<file path="config.mk">
export PLATFORM = sky130hd
export DESIGN_NAME = tmr_error_monitor
export DESIGN_NICKNAME = d
export VERILOG_FILES = /design/src/rtl/cei_mochila_pkg.sv /design/src/rtl/reg_pkg.sv /design/src/rtl/tmr_err_counter.sv /design/src/rtl/tmr_error_monitor.sv
export SDC_FILE = /design/constraint.sdc
export NUM_CORES = 1
export LEC_CHECK = 0
export BUFFER_PORTS_ARGS = -buffer_cell sky130_fd_sc_hd__buf_2
export CORE_ASPECT_RATIO = 1.1
export CORE_MARGIN = 2
export CORE_UTILIZATION = 32
export DETAILED_ROUTE_END_ITERATION = 8
export PLACE_DENSITY = 0.66
export REMOVE_ABC_BUFFERS = 1
export SYNTH_ARGS = -nofsm -noshare
export SYNTH_HDL_FRONTEND = slang
export SYNTH_SLANG_ARGS = --single-unit
</file>
<file path="constraint.sdc">
create_clock -name clk_i -period 1.9 [get_ports clk_i]
set_clock_uncertainty 0.1 [all_clocks]
set_input_delay 0.19 -clock clk_i [delete_from_list [all_inputs] [get_ports clk_i]]
set_output_delay 0.19 -clock clk_i [all_outputs]
set_load 0.01 [all_outputs]
</file>
<file path="src/rtl/cei_mochila_pkg.sv">
// rtl/cei_mochila_pkg.sv - TMR error monitor register map, bit positions and FSM states
package cei_mochila_pkg;

    localparam logic [31:0] TMR_STATUS_OFFSET    = 32'h00;
    localparam logic [31:0] TMR_CNT_OFFSET       = 32'h04;
    localparam logic [31:0] TMR_THRESHOLD_OFFSET = 32'h10;
    localparam logic [31:0] TMR_CTRL_OFFSET      = 32'h14;
    localparam logic [31:0] TMR_TIMESTAMP_OFFSET = 32'h18;

    localparam int unsigned TMR_STATUS_FATAL_BIT = 31;
    localparam int unsigned TMR_CTRL_IRQ_EN_BIT  = 0;
    localparam int unsigned TMR_CTRL_REC_EN_BIT  = 1;

    typedef enum logic [1:0] {
        TMR_IDLE  = 2'd0,
        TMR_REQ   = 2'd1,
        TMR_FATAL = 2'd2
    } tmr_mon_state_e;

endpackage

</file>
<file path="src/rtl/reg_pkg.sv">
// rtl/reg_pkg.sv - register bus request/response types used by the CSR bridge
package reg_pkg;

    typedef struct packed {
        logic [31:0] addr;
        logic        write;
        logic [31:0] wdata;
        logic        valid;
    } reg_req_t;

    typedef struct packed {
        logic [31:0] rdata;
        logic        error;
        logic        ready;
    } reg_rsp_t;

endpackage

</file>
<file path="src/rtl/tmr_err_counter.sv">
// rtl/tmr_err_counter.sv - saturating per-hart error counter, clear has priority but keeps a same-cycle event
module tmr_err_counter #(
    parameter int unsigned CNT_W = 8
) (
    input  logic             clk_i,
    input  logic             rst_ni,
    input  logic             clr_i,
    input  logic             inc_i,
    output logic [CNT_W-1:0] cnt_o
);

    logic [CNT_W-1:0] cnt_q;
    logic [CNT_W-1:0] cnt_d;

    // Clear restarts from the concurrent event so it is not lost; otherwise saturate at all-ones
    always_comb begin
        cnt_d = cnt_q;
        if (clr_i) begin
            cnt_d = inc_i ? CNT_W'(1) : '0;
        end else if (inc_i && !(&cnt_q)) begin
            cnt_d = cnt_q + CNT_W'(1);
        end
    end

    // Counter register
    always_ff @(posedge clk_i or negedge rst_ni) begin
        if (!rst_ni) begin
            cnt_q <= '0;
        end else begin
            cnt_q <= cnt_d;
        end
    end

    assign cnt_o = cnt_q;

endmodule

</file>
<file path="src/rtl/tmr_error_monitor.sv">
// rtl/tmr_error_monitor.sv - TMR voter error monitor with CSRs, irq and recovery FSM; option CEI_TMR_ERR_TIMESTAMP_EN
module tmr_error_monitor
    import cei_mochila_pkg::*;
#(
    parameter int unsigned NHARTS     = 3,
    parameter int unsigned CNT_W      = 8,
    parameter int unsigned THRESH_RST = 4
) (
    input  logic              clk_i,
    input  logic              rst_ni,
    input  logic              error_i,
    input  logic [NHARTS-1:0] error_id_i,
    input  logic              tmr_active_i,
    input  reg_pkg::reg_req_t reg_req_i,
    output reg_pkg::reg_rsp_t reg_rsp_o,
    output logic              recovery_req_o,
    output logic [NHARTS-1:0] recovery_hart_o,
    input  logic              recovery_ack_i,
    output logic              fatal_o,
    output logic              irq_o
);

    logic              evt;
    logic              multi_hart;
    logic              uncorr_evt;
    logic              single_evt;

    logic              wr;
    logic              wr_status;
    logic              wr_thresh;
    logic              wr_ctrl;
    logic [NHARTS-1:0] cnt_wr;
    logic [NHARTS-1:0] cnt_inc;
    logic [NHARTS-1:0] cnt_clr;
    logic [NHARTS-1:0] ack_clr;
    logic [CNT_W-1:0]  cnt [NHARTS];

    logic [NHARTS-1:0] status_hart_q, status_hart_d;
    logic              status_fatal_q, status_fatal_d;
    logic [CNT_W-1:0]  threshold_q, threshold_d;
    logic [1:0]        ctrl_q, ctrl_d;
    logic              irq_q, irq_d;

    tmr_mon_state_e    state_q, state_d;
    logic              req_q, req_d;
    logic [NHARTS-1:0] hart_q, hart_d;
    logic              fatal_q, fatal_d;
    logic [NHARTS-1:0] sel_hart;

    logic [31:0]       rdata;
    logic              unused_wdata;

    // A zero id or more than one outvoted hart cannot be corrected by resyncing one hart
    assign evt        = error_i & tmr_active_i;
    assign multi_hart = |(error_id_i & (error_id_i - NHARTS'(1)));
    assign uncorr_evt = evt & ((error_id_i == '0) | multi_hart);
    assign single_evt = evt & ~uncorr_evt;

    assign wr        = reg_req_i.valid & reg_req_i.write;
    assign wr_status = wr & (reg_req_i.addr == TMR_STATUS_OFFSET);
    assign wr_thresh = wr & (reg_req_i.addr == TMR_THRESHOLD_OFFSET);
    assign wr_ctrl   = wr & (reg_req_i.addr == TMR_CTRL_OFFSET);
    assign unused_wdata = ^reg_req_i.wdata;

    // Per-hart counter write decode: any write to CNT[k] clears it
    always_comb begin
        cnt_wr = '0;
        for (int k = 0; k < int'(NHARTS); k++) begin
            cnt_wr[k] = wr & (reg_req_i.addr == TMR_CNT_OFFSET + 32'(4 * k));
        end
    end

    assign cnt_inc = single_evt ? error_id_i : '0;
    assign cnt_clr = cnt_wr | ack_clr;

    for (genvar g = 0; g < int'(NHARTS); g++) begin : g_cnt
        tmr_err_counter #(
            .CNT_W (CNT_W)
        ) u_cnt (
            .clk_i  (clk_i),
            .rst_ni (rst_ni),
            .clr_i  (cnt_clr[g]),
            .inc_i  (cnt_inc[g]),
            .cnt_o  (cnt[g])
        );
    end

    // Sticky status with W1C; a same-cycle event re-sets the bit being cleared
    always_comb begin
        status_hart_d  = (status_hart_q & ~(wr_status ? reg_req_i.wdata[NHARTS-1:0] : '0))
                       | (single_evt ? error_id_i : '0);
        status_fatal_d = (status_fatal_q & ~(wr_status & reg_req_i.wdata[TMR_STATUS_FATAL_BIT]))
                       | uncorr_evt;
        threshold_d    = wr_thresh ? reg_req_i.wdata[CNT_W-1:0] : threshold_q;
        ctrl_d         = wr_ctrl ? reg_req_i.wdata[1:0] : ctrl_q;
        irq_d          = ctrl_q[TMR_CTRL_IRQ_EN_BIT] & (status_fatal_q | (|status_hart_q));
    end

    // Status, configuration and interrupt registers
    always_ff @(posedge clk_i or negedge rst_ni) begin
        if (!rst_ni) begin
            status_hart_q  <= '0;
            status_fatal_q <= 1'b0;
            threshold_q    <= CNT_W'(THRESH_RST);
            ctrl_q         <= 2'b11;
            irq_q          <= 1'b0;
        end else begin
            status_hart_q  <= status_hart_d;
            status_fatal_q <= status_fatal_d;
            threshold_q    <= threshold_d;
            ctrl_q         <= ctrl_d;
            irq_q          <= irq_d;
        end
    end

    // Lowest-numbered hart at or above threshold, from the registered counters
    always_comb begin
        sel_hart = '0;
        for (int k = int'(NHARTS) - 1; k >= 0; k--) begin
            if (cnt[k] >= threshold_q) begin
                sel_hart    = '0;
                sel_hart[k] = 1'b1;
            end
        end
    end

    // Recovery FSM next state; uncorrectable events take priority over ack and new requests
    always_comb begin
        state_d = state_q;
        req_d   = req_q;
        hart_d  = hart_q;
        fatal_d = fatal_q;
        ack_clr = '0;
        case (state_q)
            TMR_IDLE: begin
                if (uncorr_evt) begin
                    state_d = TMR_FATAL;
                    fatal_d = 1'b1;
                end else if (ctrl_q[TMR_CTRL_REC_EN_BIT] && (threshold_q != '0) && (sel_hart != '0)) begin
                    state_d = TMR_REQ;
                    req_d   = 1'b1;
                    hart_d  = sel_hart;
                end
            end
            TMR_REQ: begin
                if (uncorr_evt) begin
                    state_d = TMR_FATAL;
                    req_d   = 1'b0;
                    hart_d  = '0;
                    fatal_d = 1'b1;
                end else if (recovery_ack_i) begin
                    state_d = TMR_IDLE;
                    req_d   = 1'b0;
                    hart_d  = '0;
                    ack_clr = hart_q;
                end
            end
            TMR_FATAL: begin
                if (wr_status && reg_req_i.wdata[TMR_STATUS_FATAL_BIT] && !uncorr_evt) begin
                    state_d = TMR_IDLE;
                    fatal_d = 1'b0;
                end
            end
            default: begin
                state_d = TMR_IDLE;
                req_d   = 1'b0;
                hart_d  = '0;
                fatal_d = 1'b0;
            end
        endcase
    end

    // Recovery FSM state and registered outputs
    always_ff @(posedge clk_i or negedge rst_ni) begin
        if (!rst_ni) begin
            state_q <= TMR_IDLE;
            req_q   <= 1'b0;
            hart_q  <= '0;
            fatal_q <= 1'b0;
        end else begin
            state_q <= state_d;
            req_q   <= req_d;
            hart_q  <= hart_d;
            fatal_q <= fatal_d;
        end
    end

`ifdef CEI_TMR_ERR_TIMESTAMP_EN
    logic [31:0] cycle_q, cycle_d;
    logic [31:0] ts_q, ts_d;

    // Free-running cycle count; stamp the first event after status was empty, drop it when status empties
    always_comb begin
        cycle_d = cycle_q + 32'd1;
        ts_d    = ts_q;
        if (evt && !(status_fatal_q | (|status_hart_q))) begin
            ts_d = cycle_q;
        end else if ((status_fatal_q | (|status_hart_q)) && !(status_fatal_d | (|status_hart_d))) begin
            ts_d = '0;
        end
    end

    // Timestamp registers
    always_ff @(posedge clk_i or negedge rst_ni) begin
        if (!rst_ni) begin
            cycle_q <= '0;
            ts_q    <= '0;
        end else begin
            cycle_q <= cycle_d;
            ts_q    <= ts_d;
        end
    end
`endif

    // Combinational CSR read mux; unmapped offsets read as zero
    always_comb begin
        rdata = '0;
        if (reg_req_i.addr == TMR_STATUS_OFFSET) begin
            rdata = {status_fatal_q, {(31 - NHARTS){1'b0}}, status_hart_q};
        end else if (reg_req_i.addr == TMR_THRESHOLD_OFFSET) begin
            rdata = 32'(threshold_q);
        end else if (reg_req_i.addr == TMR_CTRL_OFFSET) begin
            rdata = 32'(ctrl_q);
`ifdef CEI_TMR_ERR_TIMESTAMP_EN
        end else if (reg_req_i.addr == TMR_TIMESTAMP_OFFSET) begin
            rdata = ts_q;
`endif
        end
        for (int k = 0; k < int'(NHARTS); k++) begin
            if (reg_req_i.addr == TMR_CNT_OFFSET + 32'(4 * k)) begin
                rdata = 32'(cnt[k]);
            end
        end
    end

    assign reg_rsp_o.rdata = rdata;
    assign reg_rsp_o.ready = 1'b1;
    assign reg_rsp_o.error = 1'b0;

    assign recovery_req_o  = req_q;
    assign recovery_hart_o = hart_q;
    assign fatal_o         = fatal_q;
    assign irq_o           = irq_q;

endmodule
</file>
==> flow_metrics.py <==
metrics = {
    "outcome": {
        "status": "complete, but fails checks",
        "violations": "negative setup slack",
    },
    "logic_synthesis": {
        "yosysMostFrequentCell": "nor2_1",
        "synthFlopType": "dfrtp_1",
        "synth_edf_count": 0,
        "synth-seq-cells": 46,
        "synth_top_cell_area_share_pct": 31.18,
        "ys_top_cells_by_count": "nor2_1 (45), dfrtp_1 (43), buf_4 (27), ha_1 (27), a21oi_1 (21)",
        "yosys.area.top_type": "dfrtp_1",
        "yosysUniqueCellTypes": 59,
        "synthTopCellsByArea": "dfrtp_1 (31%), ha_1 (9.8%), buf_4 (5.9%)",
        "syn_avg_cell_area_um2": 9.129,
        "ys_async_sr_fraction_pct": 100.0,
        "synth_area_um2": 3451,
        "syn_inst": 378,
        "ys.warnings.count": 0,
        "seq_area_frac_synth_pct": 33.47,
    },
    "clock_tree": {
        "clock_latency_ns": 0.29,
        "clk_pin_slew_ns": 0.07,
        "clk_path_buf_depth": 2,
        "cts_sinks": 46,
        "cts_buffers": 5,
        "cts.htree.levels": 2,
        "cts-root-buf": "clkbuf_16",
        "cts_tree": "built",
    },
    "global_route": {
        "grt-ovfl-total": 0,
        "grt_pass1_vias": 3270,
        "grt_max_degree": 26,
        "gr-usage-all-layers_pct": 17.87,
        "antenna_found_initial": 0,
        "grt_pass1_wl_um": 16250,
    },
    "floorplanning": {
        "die_h_um": 112.9,
        "coreArea_um2": 10440,
        "pin_count": 114,
        "dieArea_um2": 11630,
        "die-width_um": 103.0,
        "rows": 39,
        "initial_core_util_pct": 33.05,
    },
    "final_layout": {
        "utilization_pct": 46.49,
        "drive_gt1_share_pct": 42.14,
        "n_antenna_cell": 0,
        "syn_to_final_growth_pct": 40.68,
        "fillers": 980,
        "nNetsFinal": 615,
        "design_area_um2": 4855,
        "layout.cells.non_filler": 658,
    },
    "routing": {
        "wl_um": 10390,
        "wl_met2_um": 5017,
        "wl_met1_um": 4448,
        "remaining_drc_errors": 0,
        "firstDrtPassIters": 6,
        "vias": 3365,
        "drtIter0Drc": 240,
        "post_drt_via_cell_ratio": 5.114,
        "top_layer": "met4",
        "wl_met3_um": 746,
        "wire_per_inst_um": 15.79,
        "antenna_left": 0,
    },
    "placement": {
        "dp_cells": 638,
        "gp_congestion": 0.8705,
        "port_buffers": 65,
        "dpl_cell_area_um2": 4299,
        "hpwl_um": 8055,
    },
    "setup_path": {
        "cp-start-kind": "flop",
        "worstPathMaxFanout": 4,
        "max_stage_delay_ns": 0.43,
        "crit_arrival_ns": 2.09,
        "cp_slowest_cell": "dfrtp_1",
        "worstSetupPathType": "flop to flop",
        "required_ns": 2.01,
        "crit_chain": "ha_1 -> nand2b_4 -> a2111oi_4 -> o31a_1 -> buf_4 -> nand2_1 -> o211ai_1",
        "endpoint_kind": "flop",
    },
    "power_and_ir_drop": {
        "intPower_uw": 2620,
        "switching_share_pct": 31.22,
        "pwr-share-comb_pct": 37.6,
        "p_leak_uw": 0.002302,
        "p_clk_share_pct": 30.9,
        "peakVddDrop_mv": 0.4293,
        "share_seq_of_total_power_pct": 31.6,
        "p_switching_uw": 1189,
        "p_per_area_nw_per_um2": 784.6,
    },
    "timing": {
        "fin_crit_sh_pct": 104.1,
        "fmax_ghz": 0.5054,
        "finalCriticalPeriod_ns": 1.979,
        "relSlewSlack_pct": 64.11,
        "final-max-slew-violation-count": 0,
        "finalHoldViolCount": 0,
        "worstMarginPinSlew_ns": 0.5247,
        "finalSetupViolations": 6,
        "rsz0062_at_grt": "true",
        "worst_slack_ns": -0.07873,
    },
    "run": {
        "drv_cap": 0,
    },
    "min_path": {
        "hold_path.class": "input pin to flop",
    },
}
repair_timing:
action                                 in CTS  in global routing
buffers inserted                            8                  3
hold buffers                                1                  0
endpoints found under the hold margin      20                  0
pin swaps                                  14                  9
setup endpoints to repair                  12                 37
resized for setup                          29                 35
registers in the layout, indices dropped and copies added (netlist names):
name,cells
g_cnt.u_cnt.cnt_o,24
threshold_q,8
recovery_hart_o,3
status_hart_q,3
ctrl_q,2
state_q,2
fatal_o,1
irq_o,1
recovery_req_o,1
status_fatal_q,1
stage by stage:
step / total power, µW / setup slack (ns) / hold WS (ns) / TNS, ns
CTS: 3706 / -0.07066 / 0.02373 / -0.2493
global route: 3982 / -0.1772 / 0.02667 / -0.9229
finish: 3809 / -0.07873 / 0.02091 / -0.3579
detailed placement: 2339 / -0.2484 / 0.1156 / -2.156
floorplan: 1762 / -0.08209 / -0.2056 / -0.1239
global placement: 2292 / -0.1614 / 0.1024 / -1.407
logic make-up (layout without fill, tap and decap cells):
kind of cell	after synthesis	in the layout	synth area share, %
flops	46	46	33.47
xor+xnor	22	22	5.584
buf+inv	51	165	8.702
simple gates	141	141	21.21
compound gates	69	69	14.47
mux	20	20	6.563
other cells	2	25	0.2176
fa+ha+maj	27	27	9.790
critical path: cells and delay by family (launching register included):
kind                       cells  cell delay [ns]
AOI/OAI and AO/OA              3             0.72
adders and majority gates      1             0.29
buffers and inverters          1             0.15
DFF                            1             0.43
and+or+nand+nor                2             0.21
layout make-up:
type / instances / area [µm²] / area share, %
Sequential cell: 46 / 1156 / 23.81
Timing Repair Buffer: 139 / 923.4 / 19.02
Clock buffer: 6 / 138.9 / 2.861
Multi-Input combinational cell: 304 / 2327 / 47.94
Inverter: 18 / 70.07 / 1.443
Tap cell: 143 / 178.9 / 3.686
Clock inverter: 2 / 60.06 / 1.237
final timing paths:
| kind | startpoint | end | slack, ns | depth (start not counted) |
|---|---|---|---|---|
| setup / recovery | threshold_q[0]$_DFFE_PN0P_ | recovery_hart_o[0]$_DFFE_PN0P_ | -0.08 | 7 |
| hold / removal | recovery_ack_i | state_q[0]$_DFFE_PN0P_ | 0.02 | 2 |
| setup reg to reg | threshold_q[0]$_DFFE_PN0P_ | recovery_hart_o[0]$_DFFE_PN0P_ | -0.08 | 7 |
| hold reg to reg | recovery_req_o$_DFFE_PN0P_ | recovery_req_o$_DFFE_PN0P_ | 0.38 | 1 |
| max in group asynchronous | rst_ni | ctrl_q[0]$_DFFE_PN1P_ | 0.74 | 3 |
| min in group asynchronous | rst_ni | g_cnt[0].u_cnt.cnt_o[5]$_DFFE_PN0P_ | 0.34 | 2 |
cells in the final DEF, fill, tap and decap left out, types with 7 or more instances in the layout:
cell type	Yosys	layout
buf_4	27	67
buf_2	0	65
nor2_1	45	42
dfrtp_1	43	42
conb_1	2	25
ha_1	27	21
nand2_1	20	19
nand3_1	17	17
xnor2_1	16	16
a21oi_1	21	15
inv_1	18	10
mux2_2	10	10
nand4_1	9	9
mux2i_1	8	8
inv_2	0	7
power groups by stage:
stage | logic [µW] | registers (µW) | clock network [µW]
floorplan | 533 | 1230 | 0
global placement | 1080 | 1210 | 0
detailed placement | 1120 | 1220 | 0
global route | 1550 | 1210 | 1220
CTS | 1320 | 1200 | 1180
finish | 1430 | 1200 | 1180
per-layer routing:
metal	global-route usage (%)	up-vias
met5	0	-
met2	30.09	145
met4	4.211	0
li1	-	1587
met3	3.274	18
met1	23.68	1615
Note: power is estimated with default switching activity, not from simulation.
